--- config.mk ---
export PLATFORM = sky130hd
export DESIGN_NAME = maze_controller_flat
export DESIGN_NICKNAME = d
export VERILOG_FILES = /design/src/rtl/maze_controller_if.sv /design/src/rtl/maze_controller.sv /design/src/flat_wrapper.sv
export SDC_FILE = /design/constraint.sdc
export NUM_CORES = 1
export LEC_CHECK = 0
export CAP_MARGIN = 10
export CORE_MARGIN = 3
export CORE_UTILIZATION = 50
export CTS_CLUSTER_DIAMETER = 150
export CTS_CLUSTER_SIZE = 20
export DETAILED_ROUTE_END_ITERATION = 10
export PLACE_DENSITY_LB_ADDON = 0.08
export SETUP_SLACK_MARGIN = 0.2
export SYNTH_ARGS = -nofsm -noshare
export SYNTH_HDL_FRONTEND = slang
export SYNTH_SLANG_ARGS = --single-unit
--- constraint.sdc ---
create_clock -name clk -period 4.09 [get_ports clk]
set_input_delay 0.6135 -clock clk [delete_from_list [all_inputs] [get_ports clk]]
set_output_delay 0.6135 -clock clk [all_outputs]
set_load 0.01 [all_outputs]
--- src/rtl/maze_controller_if.sv ---
// Signal bundle between the maze controller, the start/done/fail host side and the
// walk datapath plus maze memory.
interface maze_controller_if #(
  parameter int unsigned CNT_W = 16
) ();
  logic             start;
  logic [7:0]       curLoc;
  logic             cntReach;
  logic             empStck;
  logic             memData;
  logic [1:0]       dir;
  logic             rgLd;
  logic             push;
  logic             pop;
  logic             readFromStack;
  logic             memWr;
  logic             busy;
  logic             done;
  logic             fail;
  logic [CNT_W-1:0] stepCnt;

  modport master (
    input  start, curLoc, cntReach, empStck, memData,
    output dir, rgLd, push, pop, readFromStack, memWr, busy, done, fail, stepCnt
  );

  modport slave (
    output start, curLoc, cntReach, empStck, memData,
    input  dir, rgLd, push, pop, readFromStack, memWr, busy, done, fail, stepCnt
  );
endinterface

--- src/rtl/maze_controller.sv ---
// Depth-first maze-walk sequencer: marks cells, probes the four directions, then moves
// forward or backtracks through the datapath stack until the goal or a failure is reached.
module maze_controller #(
  parameter logic [7:0]       GOAL      = 8'hFF,
  parameter int unsigned      CNT_W     = 16,
  parameter logic [CNT_W-1:0] MAX_STEPS = CNT_W'(1024)
) (
  input logic               clk,
  input logic               rst,
  maze_controller_if.master bus
);

  typedef enum logic [2:0] {
    StIdle,
    StMark,
    StTry,
    StMove,
    StBack,
    StDone,
    StFail
  } state_e;

  state_e           stateQ, stateD;
  logic [1:0]       dirQ, dirD;
  logic [CNT_W-1:0] stepCntQ, stepCntD;
  logic [CNT_W-1:0] stepInc;
  logic             blocked;
  logic             atLimit;

  assign blocked = bus.cntReach | bus.memData;
  assign stepInc = (stepCntQ == '1) ? stepCntQ : stepCntQ + CNT_W'(1);
  // The transfer that reaches the limit still executes; only the follow-on state changes.
  assign atLimit = (stepInc >= MAX_STEPS);

  always_ff @(posedge clk or posedge rst) begin
    if (rst) begin
      stateQ   <= StIdle;
      dirQ     <= 2'b00;
      stepCntQ <= '0;
    end else begin
      stateQ   <= stateD;
      dirQ     <= dirD;
      stepCntQ <= stepCntD;
    end
  end

  always_comb begin
    stateD            = stateQ;
    dirD              = dirQ;
    stepCntD          = stepCntQ;
    bus.rgLd          = 1'b0;
    bus.push          = 1'b0;
    bus.pop           = 1'b0;
    bus.readFromStack = 1'b0;
    bus.memWr         = 1'b0;
    bus.busy          = 1'b0;
    bus.done          = 1'b0;
    bus.fail          = 1'b0;

    unique case (stateQ)
      StIdle: begin
        if (bus.start) stateD = StMark;
      end
      StMark: begin
        bus.memWr = 1'b1;
        bus.busy  = 1'b1;
        if (bus.curLoc == GOAL) begin
          stateD = StDone;
        end else begin
          dirD   = 2'b00;
          stateD = StTry;
        end
      end
      StTry: begin
        bus.busy = 1'b1;
        if (!blocked) begin
          stateD = StMove;
        end else if (dirQ != 2'b11) begin
          dirD = dirQ + 2'd1;
        end else begin
          stateD = StBack;
        end
      end
      StMove: begin
        bus.busy = 1'b1;
        bus.push = 1'b1;
        bus.rgLd = 1'b1;
        stepCntD = stepInc;
        stateD   = atLimit ? StFail : StMark;
      end
      StBack: begin
        bus.busy = 1'b1;
        // An empty stack means every reachable cell is exhausted: no transfer happens.
        if (bus.empStck) begin
          stateD = StFail;
        end else begin
          bus.pop           = 1'b1;
          bus.readFromStack = 1'b1;
          bus.rgLd          = 1'b1;
          stepCntD          = stepInc;
          dirD              = 2'b00;
          stateD            = atLimit ? StFail : StTry;
        end
      end
      StDone: bus.done = 1'b1;
      StFail: bus.fail = 1'b1;
      default: stateD = StIdle;
    endcase
  end

  assign bus.dir     = dirQ;
  assign bus.stepCnt = stepCntQ;

endmodule
--- src/flat_wrapper.sv ---
// flat-port wrapper written by rule: the top's interface ports become plain ports
module maze_controller_flat 
#(
  parameter logic [7:0]       GOAL      = 8'hFF,
  parameter int unsigned      CNT_W     = 16,
  parameter logic [CNT_W-1:0] MAX_STEPS = CNT_W'(1024)
)
  (clk, rst, bus_start, bus_curLoc, bus_cntReach, bus_empStck, bus_memData, bus_dir, bus_rgLd, bus_push, bus_pop, bus_readFromStack, bus_memWr, bus_busy, bus_done, bus_fail, bus_stepCnt);
  maze_controller_if #(.CNT_W(CNT_W)) bus_i ();
  input logic clk;
  input logic rst;
  input wire logic [$bits(bus_i.start)-1:0] bus_start;
  input wire logic [$bits(bus_i.curLoc)-1:0] bus_curLoc;
  input wire logic [$bits(bus_i.cntReach)-1:0] bus_cntReach;
  input wire logic [$bits(bus_i.empStck)-1:0] bus_empStck;
  input wire logic [$bits(bus_i.memData)-1:0] bus_memData;
  output wire logic [$bits(bus_i.dir)-1:0] bus_dir;
  output wire logic [$bits(bus_i.rgLd)-1:0] bus_rgLd;
  output wire logic [$bits(bus_i.push)-1:0] bus_push;
  output wire logic [$bits(bus_i.pop)-1:0] bus_pop;
  output wire logic [$bits(bus_i.readFromStack)-1:0] bus_readFromStack;
  output wire logic [$bits(bus_i.memWr)-1:0] bus_memWr;
  output wire logic [$bits(bus_i.busy)-1:0] bus_busy;
  output wire logic [$bits(bus_i.done)-1:0] bus_done;
  output wire logic [$bits(bus_i.fail)-1:0] bus_fail;
  output wire logic [$bits(bus_i.stepCnt)-1:0] bus_stepCnt;
  assign bus_i.start = bus_start;
  assign bus_i.curLoc = bus_curLoc;
  assign bus_i.cntReach = bus_cntReach;
  assign bus_i.empStck = bus_empStck;
  assign bus_i.memData = bus_memData;
  assign bus_dir = bus_i.dir;
  assign bus_rgLd = bus_i.rgLd;
  assign bus_push = bus_i.push;
  assign bus_pop = bus_i.pop;
  assign bus_readFromStack = bus_i.readFromStack;
  assign bus_memWr = bus_i.memWr;
  assign bus_busy = bus_i.busy;
  assign bus_done = bus_i.done;
  assign bus_fail = bus_i.fail;
  assign bus_stepCnt = bus_i.stepCnt;
  maze_controller #(.GOAL(GOAL), .CNT_W(CNT_W), .MAX_STEPS(MAX_STEPS)) u_core (.clk(clk), .rst(rst), .bus(bus_i));
endmodule
Word-level counts from Yosys, hierarchy flattened --
Index checks and enable logic that the tools add are counted.
Cells by class: multiplexer cells 24, add/subtract/negate cells 2, bitwise operators 2, $lt $le $gt $ge 1, reductions and logical operators 8, equal/unequal tests 15
Operators with widths (number):
- 16-bit 2-to-1 mux | 2
- 16-bit one-hot mux with 2 select lines | 1
- 3-bit 2-to-1 mux | 7
- 3-bit one-hot mux with 6 select lines | 1
- 16-bit by 1-bit adder with 16-bit output, second input constant | 1
- 16-bit equality test, second input constant | 1
- 16-bit by 11-bit greater-or-equal comparator with 1-bit output, second input constant | 1
- 3-bit equality test, second input constant | 3
- 8-bit equality test, second input constant | 1
- 2-bit 2-to-1 mux | 4
- 2-bit inequality test, second input constant | 4
- 1-bit 2-to-1 mux | 7
- 3-bit by 2-bit equality test with 1-bit output, second input constant | 2
- 2-bit one-hot mux with 3 select lines | 1
- 5-bit AND reduction | 1
- 2-bit by 1-bit inequality test with 1-bit output, second input constant | 2
- 4-bit OR reduction | 1
- 3-bit by 1-bit equality test with 1-bit output, second input constant | 1
- 3-bit zero test | 1
- 3-bit inequality test, second input constant | 1
- 3-bit AND reduction | 1
- 3-bit nonzero test | 1
- 2-bit by 1-bit adder with 2-bit output, second input constant | 1
- 1-bit one-hot mux with 2 select lines | 1
- other kinds (5) | 5
Word-level totals: logic and storage cells 55, register bits after elaboration 21, bits of input ports 14

Depth between registers and ports, before layout --
word-level depth 6, mapped depth 7, depth with buffers taken out 6

Least setup slack after synthesis --
No wires, ideal clock.
kind input to register, from in bus_empStck, to reg u_core.stepCntQ[1] (netlist: u_core.bus.stepCnt[1]), path buffers 1, library setup time 0.125 ns, path slack 1.863 ns, data arrival time 2.101 ns, stages on the path 6, data required time 3.965 ns, cell sequence nor4b_1 nor2_1 inv_1 and2_4 buf_6 mux2_4
On the way: cells in the longest elaborated chain, start to end 2
RTL lines:
- from (decl) | RTL line flat_wrapper.sv:15 | input wire logic [$bits(bus_i.empStck)-1:0] bus_empStck;
- 2-bit inequality test (no source line)
- 2-bit AND reduction (no source line)
- to (signal assigned) | RTL line maze_controller.sv:43 | stepCntQ <= stepCntD;
- to (decl) | RTL line maze_controller.sv:25 | logic [CNT_W-1:0] stepCntQ, stepCntD;
Every way passes these cells. A chain may end at the register's enable or synchronous reset.

Worst setup path in the final report --
from in bus_empStck, to out bus_rgLd
On the way: cells in the longest elaborated chain, start to end 2
RTL lines:
- 1-bit 2-to-1 mux | RTL line maze_controller.sv:94 | if (bus.empStck) begin
- 1-bit one-hot mux with 2 select lines | RTL line maze_controller.sv:60 | unique case (stateQ)
- to (decl) | RTL line flat_wrapper.sv:18 | output wire logic [$bits(bus_i.rgLd)-1:0] bus_rgLd;
Every way passes these cells.

==> results.tsv <==
stage	metric	value	unit
worst_setup_path	critical path required time	3.48	ns
cells_and_area	fill count	209	
floorplan	core area	2500	µm²
grt	met2 usage	28.2	%
clocking	Setup Buffers After CTS	0	
routing	first drt pass iteration count	4	
power_and_ir_drop	Psw	332	µW
cells_and_area	Storage cell area	526	µm²
clocking	clk_lat worst skew	0.31	ns
worst_setup_path	crit path max fanout	5	
worst_setup_path	CP endpoint kind	output pin	
timing	RSZ-0062 raised after global routing	false	
clocking	Resize count post-CTS	0	
cells_and_area	area of the multi-input gates	723	µm²
placed_design	Placer Congestion	0.845	
placed_design	port bufs	39	
timing	Final Hold Fails	0	
run_status	status	finished clean	
floorplan	# rows	18	
timing	Worst slew margin	47.5	%
power_and_ir_drop	Logic pwr share	48.1	%
synth	Synth top area share	39.7	%
cells_and_area	final core utilization	69.4	%
synth	Ys Warns	0	
power_and_ir_drop	switching share of power	38.7	%
power_and_ir_drop	Int Power	527	µW
cells_and_area	layout cell share with drive strength beyond 1	8.79	%
clocking	CTS Buf Count	3	
floorplan	Die Wd	57.5	µm
synth	Post-synth EDFFs	0	
floorplan	Starting Density	53.0	%
clocking	CTS sink count	21	
grt	global routing's busiest layer	met2	
routing	final wirelength	2850	µm
routing	post-route ant nets	0	
timing	post-route clock period utilization	73.1	%
power_and_ir_drop	Clk pwr share	11.6	%
cells_and_area	area delta synth->final	30.9	%
synth	Post-synth top cells	dfrtp_1 (21), nor2_1 (19), nand2_1 (11)	
synth	Post-Syn Instances	146	
synth	largest area contributor in the netlist	dfrtp_1	
synth	most frequent cell after synthesis	dfrtp_1	
routing	drt drc	0	
cells_and_area	ant diodes	0	
synth	number of synthesized register bits	21	
clocking	Worst-path clk slew	0.11	ns
synth	syn_nets	162	
timing	FMAX	335	MHz
timing	Final Critical Period	2.99	ns
timing	Setup violations, final	0	
power_and_ir_drop	leakage power	0.000729	µW
routing	via density per instance	5.63	
routing	routed vias	1193	
timing	setup TNS	0	ns
worst_setup_path	Worst Path Arrival	2.38	ns
synth	Netlist cell types	40	
routing	Initial DRC Count	44	
timing	worst setup slack after layout	1.10	ns
power_and_ir_drop	sequential power share	40.2	%
clocking	Max clock buf depth	2	
clocking	CTS tree	done	
floorplan	Die Area	3300	µm²
synth	Synth Flop Type	dfrtp_1	
clocking	Clk Tree Root Cell	clkbuf_4	
worst_setup_path	startpoint types	input pin	
grt	gr usage total	18.0	%
cells_and_area	Nets	199	
synth	synth top area cells	dfrtp_1 (40%), xnor2_1 (6.6%), nor2_1 (5.4%)	
timing	measured slew at the worst slew-check pin	0.787	ns
cells_and_area	final instance area	1730	µm²
grt	met3 GRT Util	3.39	%
grt	met1 Usage GRT	24.9	%
floorplan	IO Pins	40	
timing	Max Clock Skew	0.00365	ns
placed_design	placed standard-cell area	1710	µm²
floorplan	Die Span Y	57.5	µm
synth	cell area after synthesis	1330	µm²
timing	max-slew violations	0	
grt	largest net degree at the start of global routing	22	
routing	wire per inst	13.4	µm
placed_design	hpwl dp	2200	µm
clocking	hold_buf cts	0	
worst_setup_path	crit path kind	in -> out	
job	max-cap violation count	0	
synth	Synth Area per Inst	9.08	µm²
synth	sequential area share after synthesis	39.7	%
grt	vias in the first global route	1092	
hold_path	HP Class	reg -> reg	
power_and_ir_drop	worst vdd ir	397	µV
synth	Post-synth ARST share	100	%
grt	first-pass GRT wire length	4800	µm
grt	total congestion overflow	0	
placed_design	Placement Setup Slack	1.11	ns
grt	initial antenna violation count	0	
power_and_ir_drop	PwrDens	495	nW/µm²
clocking	H-tree depth	1	
-- worst max-delay path, cell delays in order --
cell,delay (ns)
clkdlybuf4s50_1,0.45
nor4b_1,0.46
nor2_1,0.13
inv_1,0.16
clkdlybuf4s50_1,0.56
-- path summary, 6_finish.rpt --
kind | from | end | slack, ns | cells after the start
max | bus_empStck | bus_rgLd | 1.10 | 5
min | u_core.bus.stepCnt[0] | u_core.bus.stepCnt[0] | 0.54 | 1
min in group asynchronous | rst | u_core.bus.stepCnt[5] | 0.74 | 2
max in group asynchronous | rst | u_core.bus.stepCnt[14] | 2.86 | 2
min reg2reg | u_core.bus.stepCnt[0] | u_core.bus.stepCnt[0] | 0.54 | 1
max reg2reg | u_core.bus.stepCnt[0] | u_core.stateQ[2] | 1.89 | 6
-- cell usage in the layout (no fill, tap or decap), types with 4 or more instances in the layout --
cell type | synthesis | routed
a21oi_1 | 6 | 6
and3_1 | 4 | 4
clkdlybuf4s50_1 | 0 | 39
dfrtp_1 | 21 | 21
inv_1 | 8 | 8
mux2_2 | 4 | 4
nand2_1 | 11 | 11
nand3_1 | 6 | 6
nand4_1 | 9 | 9
nor2_1 | 19 | 19
nor3_1 | 4 | 4
o21ai_0 | 4 | 4
xnor2_1 | 10 | 10
xor2_1 | 4 | 4
-- per-stage QoR --
stage,cells,power [µW],hold slack (ns)
final,212,858,0.538
after global routing,212,922,0.560
after CTS,212,864,0.541
after detailed placement,208,763,0.521
after global placement,208,754,0.510
after floorplan,146,599,0.534
-- sequential cells by signal, summed over array words and instances (netlist names) --
signal / count
u_core.stateQ: 3
u_core.bus.stepCnt: 16
u_core.bus.dir: 2
-- final cells by class --
cell class / instances / share of cell area [%]
Clock buffer: 3 / 1.30
Clock inverter: 1 / 0.289
Inverter: 8 / 1.73
Multi-Input combinational cell: 110 / 41.7
Sequential cell: 21 / 30.3
Tap cell: 30 / 2.16
Timing Repair Buffer: 39 / 22.5
-- cells by family (layout without fill, tap and decap cells) --
family / Yosys count / count (layout) / share of synthesized area, %
fa+ha+maj: 2 / 2 / 1.89
mux: 7 / 7 / 6.04
simple gates: 67 / 67 / 27.2
xor+xnor: 14 / 14 / 9.25
compound gates: 20 / 20 / 10.2
flops: 21 / 21 / 39.7
buf+inv: 15 / 51 / 5.76
-- power by group through the flow --
stage          registers, µW  logic [µW]  clock network (µW)
5_1_grt                  360         452                 111
3_3_place_gp             345         409                   0
6_report                 345         413                99.7
3_5_place_dp             348         415                   0
2_1_floorplan            324         275                   0
4_1_cts                  344         418                 102
-- metal layers --
metal | routed length (µm) | part of all wire [%]
met5 | 0 | 0
met4 | 38 | 1.3
met3 | 169 | 5.9
met2 | 1280 | 45
met1 | 1350 | 48
Power figures use the tool's default switching activity.
